==> src/rtl/keypad_scanner.sv <==
// 4x4 hex keypad scanner: column scan, press/release debounce, one pulse per key.
// Define KEYPAD_ENTRY_EN to build the 32-bit digit entry shift register.
module keypad_scanner #(
    parameter int SCAN_BITS    = 17,
    parameter int DEBOUNCE_CNT = 500000
) (
    input  logic        clock,
    input  logic        reset,
    input  logic [3:0]  rows,
    output logic [3:0]  cols,
    input  logic        entry_clear,
    output logic        key_valid,
    output logic [3:0]  key_code,
    output logic        key_held,
    output logic [31:0] entry
);

    localparam int CNT_W = $clog2(DEBOUNCE_CNT + 1);

    localparam logic [1:0] ST_SCAN     = 2'd0;
    localparam logic [1:0] ST_DEBOUNCE = 2'd1;
    localparam logic [1:0] ST_HELD     = 2'd2;
    localparam logic [1:0] ST_RELEASE  = 2'd3;

    logic [3:0]           sync_q, rs_q;
    logic [1:0]           state_q, state_d;
    logic [1:0]           col_q, col_d;
    logic [1:0]           row_q, row_d;
    logic [SCAN_BITS-1:0] dwell_q, dwell_d;
    logic [CNT_W-1:0]     cnt_q, cnt_d;
    logic                 key_valid_q, key_valid_d;
    logic [3:0]           key_code_q, key_code_d;
    logic                 key_held_q, key_held_d;
    logic                 row_low;
    logic [1:0]           first_low;

    function automatic logic [3:0] key_lookup(input logic [1:0] r, input logic [1:0] c);
        case ({r, c})
            4'h0: key_lookup = 4'h1;  4'h1: key_lookup = 4'h2;
            4'h2: key_lookup = 4'h3;  4'h3: key_lookup = 4'hA;
            4'h4: key_lookup = 4'h4;  4'h5: key_lookup = 4'h5;
            4'h6: key_lookup = 4'h6;  4'h7: key_lookup = 4'hB;
            4'h8: key_lookup = 4'h7;  4'h9: key_lookup = 4'h8;
            4'hA: key_lookup = 4'h9;  4'hB: key_lookup = 4'hC;
            4'hC: key_lookup = 4'h0;  4'hD: key_lookup = 4'hF;
            4'hE: key_lookup = 4'hE;  default: key_lookup = 4'hD;
        endcase
    endfunction

    assign row_low = ~rs_q[row_q];

    always_comb begin
        if (!rs_q[0])      first_low = 2'd0;
        else if (!rs_q[1]) first_low = 2'd1;
        else if (!rs_q[2]) first_low = 2'd2;
        else               first_low = 2'd3;
    end

    always_comb begin
        state_d     = state_q;
        col_d       = col_q;
        row_d       = row_q;
        dwell_d     = dwell_q;
        cnt_d       = cnt_q;
        key_valid_d = 1'b0;
        key_code_d  = key_code_q;
        key_held_d  = key_held_q;
        case (state_q)
            ST_SCAN: begin
                if (dwell_q == '1) begin
                    dwell_d = '0;
                    if (rs_q != 4'hF) begin
                        row_d   = first_low;
                        cnt_d   = '0;
                        state_d = ST_DEBOUNCE;
                    end else begin
                        col_d = col_q + 2'd1;
                    end
                end else begin
                    dwell_d = dwell_q + 1'b1;
                end
            end
            ST_DEBOUNCE: begin
                if (!row_low) begin
                    state_d = ST_SCAN;
                    col_d   = col_q + 2'd1;
                    dwell_d = '0;
                end else if (cnt_q == CNT_W'(DEBOUNCE_CNT)) begin
                    // Row stayed low from the capture edge through the full count.
                    key_valid_d = 1'b1;
                    key_code_d  = key_lookup(row_q, col_q);
                    key_held_d  = 1'b1;
                    state_d     = ST_HELD;
                end else begin
                    cnt_d = cnt_q + 1'b1;
                end
            end
            ST_HELD: begin
                if (!row_low) begin
                    cnt_d   = CNT_W'(1);
                    state_d = ST_RELEASE;
                end
            end
            default: begin
                if (row_low) begin
                    state_d = ST_HELD;
                end else if (cnt_q == CNT_W'(DEBOUNCE_CNT - 1)) begin
                    key_held_d = 1'b0;
                    col_d      = col_q + 2'd1;
                    dwell_d    = '0;
                    state_d    = ST_SCAN;
                end else begin
                    cnt_d = cnt_q + 1'b1;
                end
            end
        endcase
    end

    always_ff @(posedge clock or posedge reset) begin
        if (reset) begin
            sync_q      <= 4'hF;
            rs_q        <= 4'hF;
            state_q     <= ST_SCAN;
            col_q       <= 2'd0;
            row_q       <= 2'd0;
            dwell_q     <= '0;
            cnt_q       <= '0;
            key_valid_q <= 1'b0;
            key_code_q  <= 4'h0;
            key_held_q  <= 1'b0;
        end else begin
            sync_q      <= rows;
            rs_q        <= sync_q;
            state_q     <= state_d;
            col_q       <= col_d;
            row_q       <= row_d;
            dwell_q     <= dwell_d;
            cnt_q       <= cnt_d;
            key_valid_q <= key_valid_d;
            key_code_q  <= key_code_d;
            key_held_q  <= key_held_d;
        end
    end

`ifdef KEYPAD_ENTRY_EN
    logic [31:0] entry_q, entry_d;

    // Clear wins over a digit arriving in the same cycle.
    always_comb begin
        entry_d = entry_q;
        if (entry_clear)      entry_d = 32'h0;
        else if (key_valid_q) entry_d = {entry_q[27:0], key_code_q};
    end

    always_ff @(posedge clock or posedge reset) begin
        if (reset) entry_q <= 32'h0;
        else       entry_q <= entry_d;
    end

    assign entry = entry_q;
`else
    logic unused_entry_clear;
    assign unused_entry_clear = entry_clear;
    assign entry = 32'h0;
`endif

    assign cols      = ~(4'b0001 << col_q);
    assign key_valid = key_valid_q;
    assign key_code  = key_code_q;
    assign key_held  = key_held_q;

endmodule

==> config.mk <==
export PLATFORM = sky130hd
export DESIGN_NAME = keypad_scanner
export DESIGN_NICKNAME = d
export VERILOG_FILES = /design/src/rtl/keypad_scanner.sv
export SDC_FILE = /design/constraint.sdc
export NUM_CORES = 1
export LEC_CHECK = 0
export ABC_CLOCK_PERIOD_IN_PS = 3200
export CAP_MARGIN = 40
export CORE_MARGIN = 4
export CORE_UTILIZATION = 55
export DETAILED_ROUTE_END_ITERATION = 12
export PLACE_DENSITY = 0.8
export RECOVER_POWER = 100
export SLEW_MARGIN = 10
export SYNTH_ARGS = -nofsm -noshare
export SYNTH_HDL_FRONTEND = slang
export SYNTH_SLANG_ARGS = --single-unit
export TNS_END_PERCENT = 5
==> constraint.sdc <==
create_clock -name clock -period 3.2 [get_ports clock]
set_input_delay 0.64 -clock clock [delete_from_list [all_inputs] [get_ports clock]]
set_output_delay 0.64 -clock clock [all_outputs]
set_load 0.005 [all_outputs]
# After elaboration in Yosys (flattened, before gate mapping)
# Memories as Yosys holds them, arrays and structs flattened. A register that Yosys moved wholly into a read port is not among the register bits.
# Index checks and enable logic that the tools add are counted.
dict set report word_totals {
  ff_bits 52
  romBits 64
  inputBits 7
  word_cells 90
  mem_count 1
}
dict set report op_classes {
  addsub 3
  magnitude_cmp 1
  eq_ne 17
  shift 1
  mux 40
  n_bitwise 4
  reduce_logical 14
}
# memory depth word_bits read_ports rd_clocked_by_memory_dff wr line_no
set mem_list {}
lappend mem_list {{(name not given)} 16 4 1 1 0 38} ;# case ({r, c})
# op n
set op_table {}
lappend op_table {{two-way mux 19 bit} 7}
lappend op_table {{two-way mux 17 bit} 4}
lappend op_table {{case mux 19 bit (3 select lines)} 1}
lappend op_table {{case mux 17 bit (3 select lines)} 1}
lappend op_table {{equality test 19 bit (second input constant)} 2}
lappend op_table {{two-way mux 2 bit} 14}
lappend op_table {{adder 19 x 1 -> 19 bit (second input constant)} 1}
lappend op_table {{adder 17 x 1 -> 17 bit (second input constant)} 1}
lappend op_table {{equality test 17 bit (second input constant)} 1}
lappend op_table {{!= test 2 bit (second input constant)} 8}
lappend op_table {{case mux 2 bit (3 select lines)} 2}
lappend op_table {{AND reduction 5 bit} 2}
lappend op_table {{two-way mux 1 bit} 9}
lappend op_table {{AND reduction 7 bit} 1}
lappend op_table {{AND reduction 3 bit} 2}
lappend op_table {{AND reduction 6 bit} 1}
lappend op_table {{nonzero test 2 bit} 3}
lappend op_table {{nonzero test 3 bit} 2}
lappend op_table {{!= test 5 x 1 -> 1 bit (second input constant)} 1}
lappend op_table {{!= test 4 x 1 -> 1 bit (second input constant)} 1}
lappend op_table {{!= test 4 bit (second input constant)} 1}
lappend op_table {{NOT 4 bit} 1}
lappend op_table {{AND reduction 4 bit} 1}
lappend op_table {{<< shifter 1 x 2 -> 4 bit (first input constant)} 1}
lappend op_table {{other kinds (10)} 12}

# Logic depth before layout (Yosys ltp)
# Gate-level depths: netlist of run 1.
dict set report depth {
  ltp_word 4
  ltp_mapped 12
  depth_no_buf 11
}

# Worst setup path after synthesis of run 1
# No wires, ideal clock.
dict set report synth_timing {
  kind {register to register}
  startpoint {reg dwell_q[0]}
  endpoint {reg cnt_q[18]}
  t_arrival_ps 2687
  required_time_ps 3122
  path_slack_ps 435
  stages_incl_launch_ff 13
  path_buffers 2
  cell_sequence {dfrtp_1 -> ha_1 -> and3_1 -> clkbuf_1 -> and3_1 -> and4_1 -> and3_1 -> ha_1 -> a21bo_2 -> clkbuf_1 -> nand4_1 -> or3_1 -> a21oi_1}
}
dict set report synth_via {
  elab_chain_cells 3
}
# element line_no
set synth_rtl {}
lappend synth_rtl {{start: declaration} 29} ;# logic [SCAN_BITS-1:0] dwell_q, dwell_d;
lappend synth_rtl {{start signal: assignment} 137} ;# dwell_q <= dwell_d;
lappend synth_rtl {{equality test 17 bit} 70} ;# if (dwell_q == '1) begin
lappend synth_rtl {{!= test 2 bit (no source line)} -}
lappend synth_rtl {{AND reduction 7 bit (no source line)} -}
lappend synth_rtl {{end signal: assignment} 138} ;# cnt_q <= cnt_d;
lappend synth_rtl {{end: declaration} 30} ;# logic [CNT_W-1:0] cnt_q, cnt_d;
# No other way between the ends.
# A chain may end at the register's enable or synchronous reset.

# Final worst setup path of run 1
dict set report layout_timing {
  startpoint {reg dwell_q[0]}
  endpoint {reg cnt_q[0]}
}
# Same word-level chain as after synthesis.

==> results.json, run 1 <==
{
  "status": "finished, final reports clean",
  "p_int_mw": 1.04,
  "synth_area_um2": 3490,
  "max-slew-margin-rel_pct": 27.9,
  "dp_hpwl_mm": 5.08,
  "grt_usage_pct": 19.7,
  "die_w_um": 87.6,
  "whs_ns": 0.362,
  "clkTransAtPathRegs_ns": 0.10,
  "clock_path_buffers": 2,
  "hold_path.class": "reg -> reg",
  "nNetsFinal": 410,
  "cellLeakagePower_nw": 1.62,
  "maxSlewViolCount": 0,
  "max-cap-violations": 0,
  "worstSetupPathType": "reg -> reg",
  "place_congestion": 0.850,
  "ff_latch_area_um2": 1410,
  "wl_mm": 7.09,
  "worstSetupStartpointType": "flop",
  "fp.dieH_um": 87.6,
  "crit_arrival_ns": 3.22,
  "finalSetupViolations": 0,
  "crit_required_ns": 3.40,
  "clkLatencyLatePin_ns": 0.31,
  "grt.overflow.total": 0,
  "postSynthCellCount": 374,
  "path_common_cell": "and3_1",
  "p_switching_uw": 266,
  "async_flop_share_pct": 100,
  "cp_max_fo": 10,
  "initial_utilization_pct": 57.8,
  "ys.flop_type": "dfrtp_1",
  "post-route-period-util_pct": 94.5,
  "wl_per_cell_um": 15.2,
  "fin_crit_ns": 3.02,
  "final_antenna_net_count": 0,
  "crit_buf_inv": 1,
  "hold_viol_final": 0,
  "drive_above_1_share_pct": 7.93,
  "cts.sinks": 56,
  "powerDensity_nw_per_um2": 351,
  "fmax_mhz": 331,
  "viasPerCell": 5.97,
  "cts_root_buf": "clkbuf_8",
  "htreeDepth": 2,
  "tns_ns": 0,
  "core_area_um2": 6030,
  "numPortBuffers": 15,
  "cts_tree": "done",
  "multi_input_area_um2": 1780,
  "ys_ff_latch": 56,
  "core.rowCount": 28,
  "seqPwrFrac_pct": 55.1,
  "fillerInstances": 493,
  "post_cts_buffers": 0,
  "ys_warn_count": 0,
  "io_pins": 49,
  "crit_path_end_kind": "flop",
  "rsz0062_at_grt": "false",
  "cts_resized": 0,
  "swShare_pct": 20.4,
  "die_area_um2": 7680,
  "avgSynthCellArea_um2": 9.32,
  "slowest_delay_ns": 0.43,
  "vdd_ir_drop_max_v": 0.000205,
  "syn2layout_area_growth_pct": 6.60,
  "yosysSeqAreaShare_pct": 40.5,
  "grt_pass1_vias": 2575,
  "crit_slowest_cell": "dfrtp_1",
  "grt_max_degree": 26,
  "synth_cell_type_count": 56,
  "crit_family": "simple AND/OR/NAND/NOR gates",
  "skew_ns": 0.0108,
  "antenna_cells": 0,
  "clock_power_share_pct": 42.3,
  "vias": 2782,
  "drc": 0,
  "drtIter0Drc": 206,
  "path_cells": "ha_1 -> and3_1 -> and3_1 -> and4_1 -> and3_1 -> ha_1 -> a21bo_2 -> buf_4 -> nand2_1 -> nor2_1 -> a211o_1",
  "numCtsBuffers": 5,
  "antenna_found_initial": 0,
  "power_mw": 1.30,
  "dr.pass1.iters": 6,
  "tightest_slew_ns": 1.07,
  "pwr-share-comb_pct": 2.5,
  "postCtsHoldBufs": 0,
  "synth_edf_count": 0,
  "grt_pass1_wl_mm": 12.2
}
==> kinds of logic (layout without fill, tap and decap cells) <==
family / after synthesis / count (layout) / synth area share [%]
AO/OA/AOI/OAI: 90 / 90 / 17.6
multiplexers: 11 / 11 / 4.34
buffers and inverters: 69 / 55 / 11.4
adder cells (fa/ha/maj): 13 / 13 / 4.67
flip-flops: 56 / 56 / 40.5
other: 1 / 32 / 0.108
XOR/XNOR: 6 / 6 / 1.51
AND/OR/NAND/NOR: 128 / 128 / 20.0
==> cells in the final DEF, fill, tap and decap left out, types with 3 or more instances in the layout <==
master and n:
nand2_1 22, dlygate4sd3_1 15, xor2_1 3, inv_1 22
nor3_1 6, nor2_1 23, nand4_1 14, mux2i_1 5
a21oi_1 15, clkbuf_8 5, conb_1 32, o211ai_1 3
dfstp_2 8, o31ai_1 24, and3_1 8, nor3b_1 3
buf_4 5, o21ai_0 24, dfrtp_1 48, and2_1 6
ha_1 13, nand3_1 20, o41ai_1 5, xnor2_1 3
nor4_1 4, clkbuf_1 5, or4_1 6
==> power groups by stage <==
| stage | clock (mW) | combinational, mW | sequential [mW] |
|---|---|---|---|
| 2_1_floorplan | 0 | 0.0522 | 0.732 |
| 3_3_place_gp | 0 | 0.0353 | 0.732 |
| 3_5_place_dp | 0 | 0.0358 | 0.733 |
| 4_1_cts | 0.570 | 0.0359 | 0.719 |
| 5_1_grt | 0.598 | 0.0394 | 0.720 |
| 6_report | 0.552 | 0.0329 | 0.719 |
==> cells in the mapped netlist (3+ instances only) <==
library cell,n,share of area (%)
and2_1,8,1.4
dfrtp_1,48,34
o21ai_0,24,3.4
nand2_1,22,2.4
nor3b_1,3,0.65
nor3_1,6,0.86
ha_1,13,4.7
inv_1,22,2.4
mux2_2,3,0.97
o31ai_1,24,5.2
or4_1,5,1.1
nor2_1,23,2.5
nor4_1,3,0.54
o211ai_1,3,0.65
and3_1,8,1.4
clkbuf_1,10,1.1
dfstp_2,8,6.0
nand4_1,14,2.5
xnor2_1,3,0.75
mux2i_1,5,1.4
xor2_1,3,0.75
buf_4,32,6.9
o41ai_1,5,1.3
a21oi_1,15,2.2
nand3_1,20,2.9
==> final timing paths <==
check / depth (start not counted) / startpoint / endpoint / slack, ns
max: 11 / dwell_q[0] / cnt_q[0] / 0.18
min reg2reg: 0 / sync_q[1] / rs_q[1] / 0.36
max reg2reg: 11 / dwell_q[0] / cnt_q[0] / 0.18
min: 0 / sync_q[1] / rs_q[1] / 0.36
min in group asynchronous: 2 / reset / key_held / 0.95
max in group asynchronous: 3 / reset / cnt_q[5] / 0.89
==> cell type report <==
class / instances / area share, %
Sequential cell: 56 / 38.0
Inverter: 22 / 2.22
Multi-Input combinational cell: 280 / 48.0
Clock inverter: 3 / 1.85
Tap cell: 75 / 2.53
Clock buffer: 5 / 1.85
Timing Repair Buffer: 25 / 5.56
==> flip-flops by register name, indices dropped and copies added, names as in the netlist, named ones only <==
name and flops:
dwell_q 17, rs_q 4, key_code 4, row_q 2, cnt_q 19, key_valid 1, key_held 1, col_q 2
state_q 1, sync_q 4
==> per-stage QoR <==
step | worst slack [ns] | util, % | instances | area [µm²]
global placement | 0.318 | 59.9 | 458 | 3610
finish | 0.176 | 61.7 | 466 | 3720
global route | 0.000870 | 61.7 | 466 | 3720
detailed placement | 0.255 | 59.9 | 458 | 3610
CTS | 0.221 | 62.1 | 466 | 3740
floorplan | 0.435 | - | 405 | 3600
==> routing by layer <==
| metal | global-route usage (%) | share of wire (%) | vias up | wire length, µm |
|---|---|---|---|---|
| met3 | 3.67 | 6.5 | 8 | 461 |
| met1 | 26.9 | 44 | 1340 | 3100 |
| met5 | 0 | 0 | - | 0 |
| met2 | 31.8 | 49 | 105 | 3440 |
| met4 | 6.14 | 1.2 | 0 | 83 |
| li1 | - | - | 1329 | - |
Power figures use the tool's default switching activity.
==> inputs of run 2 (changes only) <==
--- a/config.mk
+++ b/config.mk
@@ -7,10 +7,11 @@
 export LEC_CHECK = 0
 export ABC_CLOCK_PERIOD_IN_PS = 3200
 export CAP_MARGIN = 40
-export CORE_MARGIN = 4
-export CORE_UTILIZATION = 55
+export CORE_MARGIN = 2
+export CORE_UTILIZATION = 57
+export CTS_BUF_LIST = sky130_fd_sc_hd__clkbuf_4
 export DETAILED_ROUTE_END_ITERATION = 12
-export PLACE_DENSITY = 0.8
+export PLACE_DENSITY = 0.83
 export RECOVER_POWER = 100
 export SLEW_MARGIN = 10
 export SYNTH_ARGS = -nofsm -noshare
==> run 2 against run 1 <==
Utilization down 0.24 points. Fmax up 1.9%. Combinational power about the same. Critical path depth unchanged. Largest power group unchanged. First-iteration DRC count down 3.9%. Hold slack better by 0.0069 ns. Largest cell class unchanged.
==> results.json, run 2 (same netlist as run 1, synthesis figures left out) <==
{
  "core.rowCount": 28,
  "final_cell_mix": "dfrtp_1 (48), conb_1 (32), o31ai_1 (24), o21ai_0 (24), nor2_1 (23)",
  "postCtsHoldBufs": 0,
  "rsz0062_at_grt": "false",
  "grt_pass1_wl_mm": 11.4,
  "powerDensity_nw_per_um2": 300,
  "worstSetupStartpointType": "flop",
  "vdd_ir_drop_max_v": 0.000216,
  "grt_max_degree": 26,
  "cp_max_fo": 10,
  "crit_buf_inv": 1,
  "clkLatencyLatePin_ns": 0.40,
  "fp.dieH_um": 82.2,
  "crit_required_ns": 3.48,
  "dp_hpwl_mm": 5.05,
  "drive_above_1_share_pct": 8.21,
  "dr.pass1.iters": 5,
  "worstSetupPathType": "reg -> reg",
  "cts.sinks": 56,
  "crit_family": "simple AND/OR/NAND/NOR gates",
  "regMostFlops": "cnt_q",
  "viasPerCell": 6.04,
  "cellLeakagePower_nw": 1.58,
  "fmax_mhz": 337,
  "fin_crit_ns": 2.97,
  "rr_worst_depth": 11,
  "vias": 2809,
  "antenna_cells": 0,
  "die_area_um2": 6760,
  "clock_path_buffers": 2,
  "clkTransAtPathRegs_ns": 0.18,
  "crit_path_end_kind": "flop",
  "finalSetupViolations": 0,
  "drc": 0,
  "maxSlewViolCount": 0,
  "drtIter0Drc": 198,
  "path_cells": "ha_1 -> and3_2 -> and3_1 -> and4_1 -> and3_1 -> ha_1 -> a21bo_2 -> buf_4 -> nand2_1 -> nor2_1 -> a211o_1",
  "numPortBuffers": 15,
  "wl_per_cell_um": 15.0,
  "multi_input_area_um2": 1790,
  "grt_usage_pct": 21.3,
  "place_congestion": 0.851,
  "skew_ns": 0.0222,
  "io_pins": 49,
  "grt.overflow.total": 0,
  "wl_mm": 7.00,
  "initial_utilization_pct": 58.9,
  "post-route-period-util_pct": 92.7,
  "cts_root_buf": "clkbuf_4",
  "crit_arrival_ns": 3.25,
  "r2r_setup_slack_ns": 0.23,
  "max-cap-violations": 0,
  "hold_depth": 0,
  "max-slew-margin-rel_pct": 22.9,
  "r2r-end": "cnt_q[0]",
  "dp_cells": 457,
  "largest_register_ffs": 19,
  "crit_slowest_cell": "dfrtp_1",
  "top_regs": "cnt_q x19, dwell_q x17",
  "cts_tree": "done",
  "tightest_slew_ns": 1.15,
  "numCtsBuffers": 5,
  "antenna_found_initial": 0,
  "fillerInstances": 493,
  "status": "finished, final reports clean",
  "hold_viol_final": 0,
  "core_area_um2": 5920,
  "syn2layout_area_growth_pct": 4.34,
  "slowest_delay_ns": 0.45,
  "nNetsFinal": 409,
  "final_antenna_net_count": 0,
  "ff_latch_area_um2": 1410,
  "worstHoldStart": "sync_q[1]",
  "tns_ns": 0,
  "layout_commonest_cell": "dfrtp_1",
  "grt_pass1_vias": 2451,
  "min_to": "rs_q[1]",
  "hold_path.class": "reg -> reg",
  "final_cells": 465,
  "htreeDepth": 2,
  "die_w_um": 82.2,
  "reg2reg_from": "dwell_q[0]"
}
## run 2: stage by stage
stage | worst slack (ns) | power [mW] | instance area (µm²) | hold WS, ns | utilization [%]
finish | 0.233 | 1.09 | 3640 | 0.368 | 61.4
floorplan | 0.435 | 0.784 | 3600 | 0.345 | -
global placement | 0.313 | 0.767 | 3600 | 0.346 | 60.8
CTS | 0.254 | 1.10 | 3660 | 0.369 | 61.9
global route | 0.0545 | 1.13 | 3640 | 0.374 | 61.4
detailed placement | 0.293 | 0.768 | 3600 | 0.347 | 60.8
## run 2: area by class of cell
type | count | share of cell area (%)
clock buffer | 5 | 1.03
clock inverter | 3 | 0.757
inverter | 22 | 2.27
multi-input combinational | 280 | 49.1
sequential | 56 | 38.8
tap | 75 | 2.58
timing repair buffer | 24 | 5.47
## run 2: metal layers
metal,wire [µm],GRT usage (%),share of wire [%],vias to the layer above
li1,-,-,-,1326
met1,3220,30.0,46,1374
met2,3310,33.9,47,95
met3,351,3.26,5.0,14
met4,106,6.50,1.5,0
met5,0,0,0,-
## run 2: repair_timing
action,in CTS,in global routing
buffers inserted,0,0
resized for setup,0,1
setup endpoints to repair,0,1
## run 2: worst max-delay path by stage
stage / start / depth (start not counted) / to
after floorplan: dwell_q[0] / 12 / cnt_q[18]
after global placement: dwell_q[0] / 11 / cnt_q[0]
after detailed placement: dwell_q[0] / 11 / cnt_q[0]
after CTS: dwell_q[0] / 11 / cnt_q[0]
after global routing: dwell_q[0] / 11 / cnt_q[5]
final: dwell_q[0] / 11 / cnt_q[0]
## run 2: power by group
group / internal, mW / switching (mW)
Combinational: 0.00660 / 0.0265
Sequential: 0.717 / 0.00257
Clock: 0.0927 / 0.245
## run 2: worst register-to-register path, stage by stage (launching register included)
cell	delay [ns]
dfrtp_1	0.45
ha_1	0.24
and3_2	0.28
and3_1	0.23
and4_1	0.24
and3_1	0.19
ha_1	0.22
a21bo_2	0.24
buf_4	0.18
nand2_1	0.18
nor2_1	0.13
a211o_1	0.29
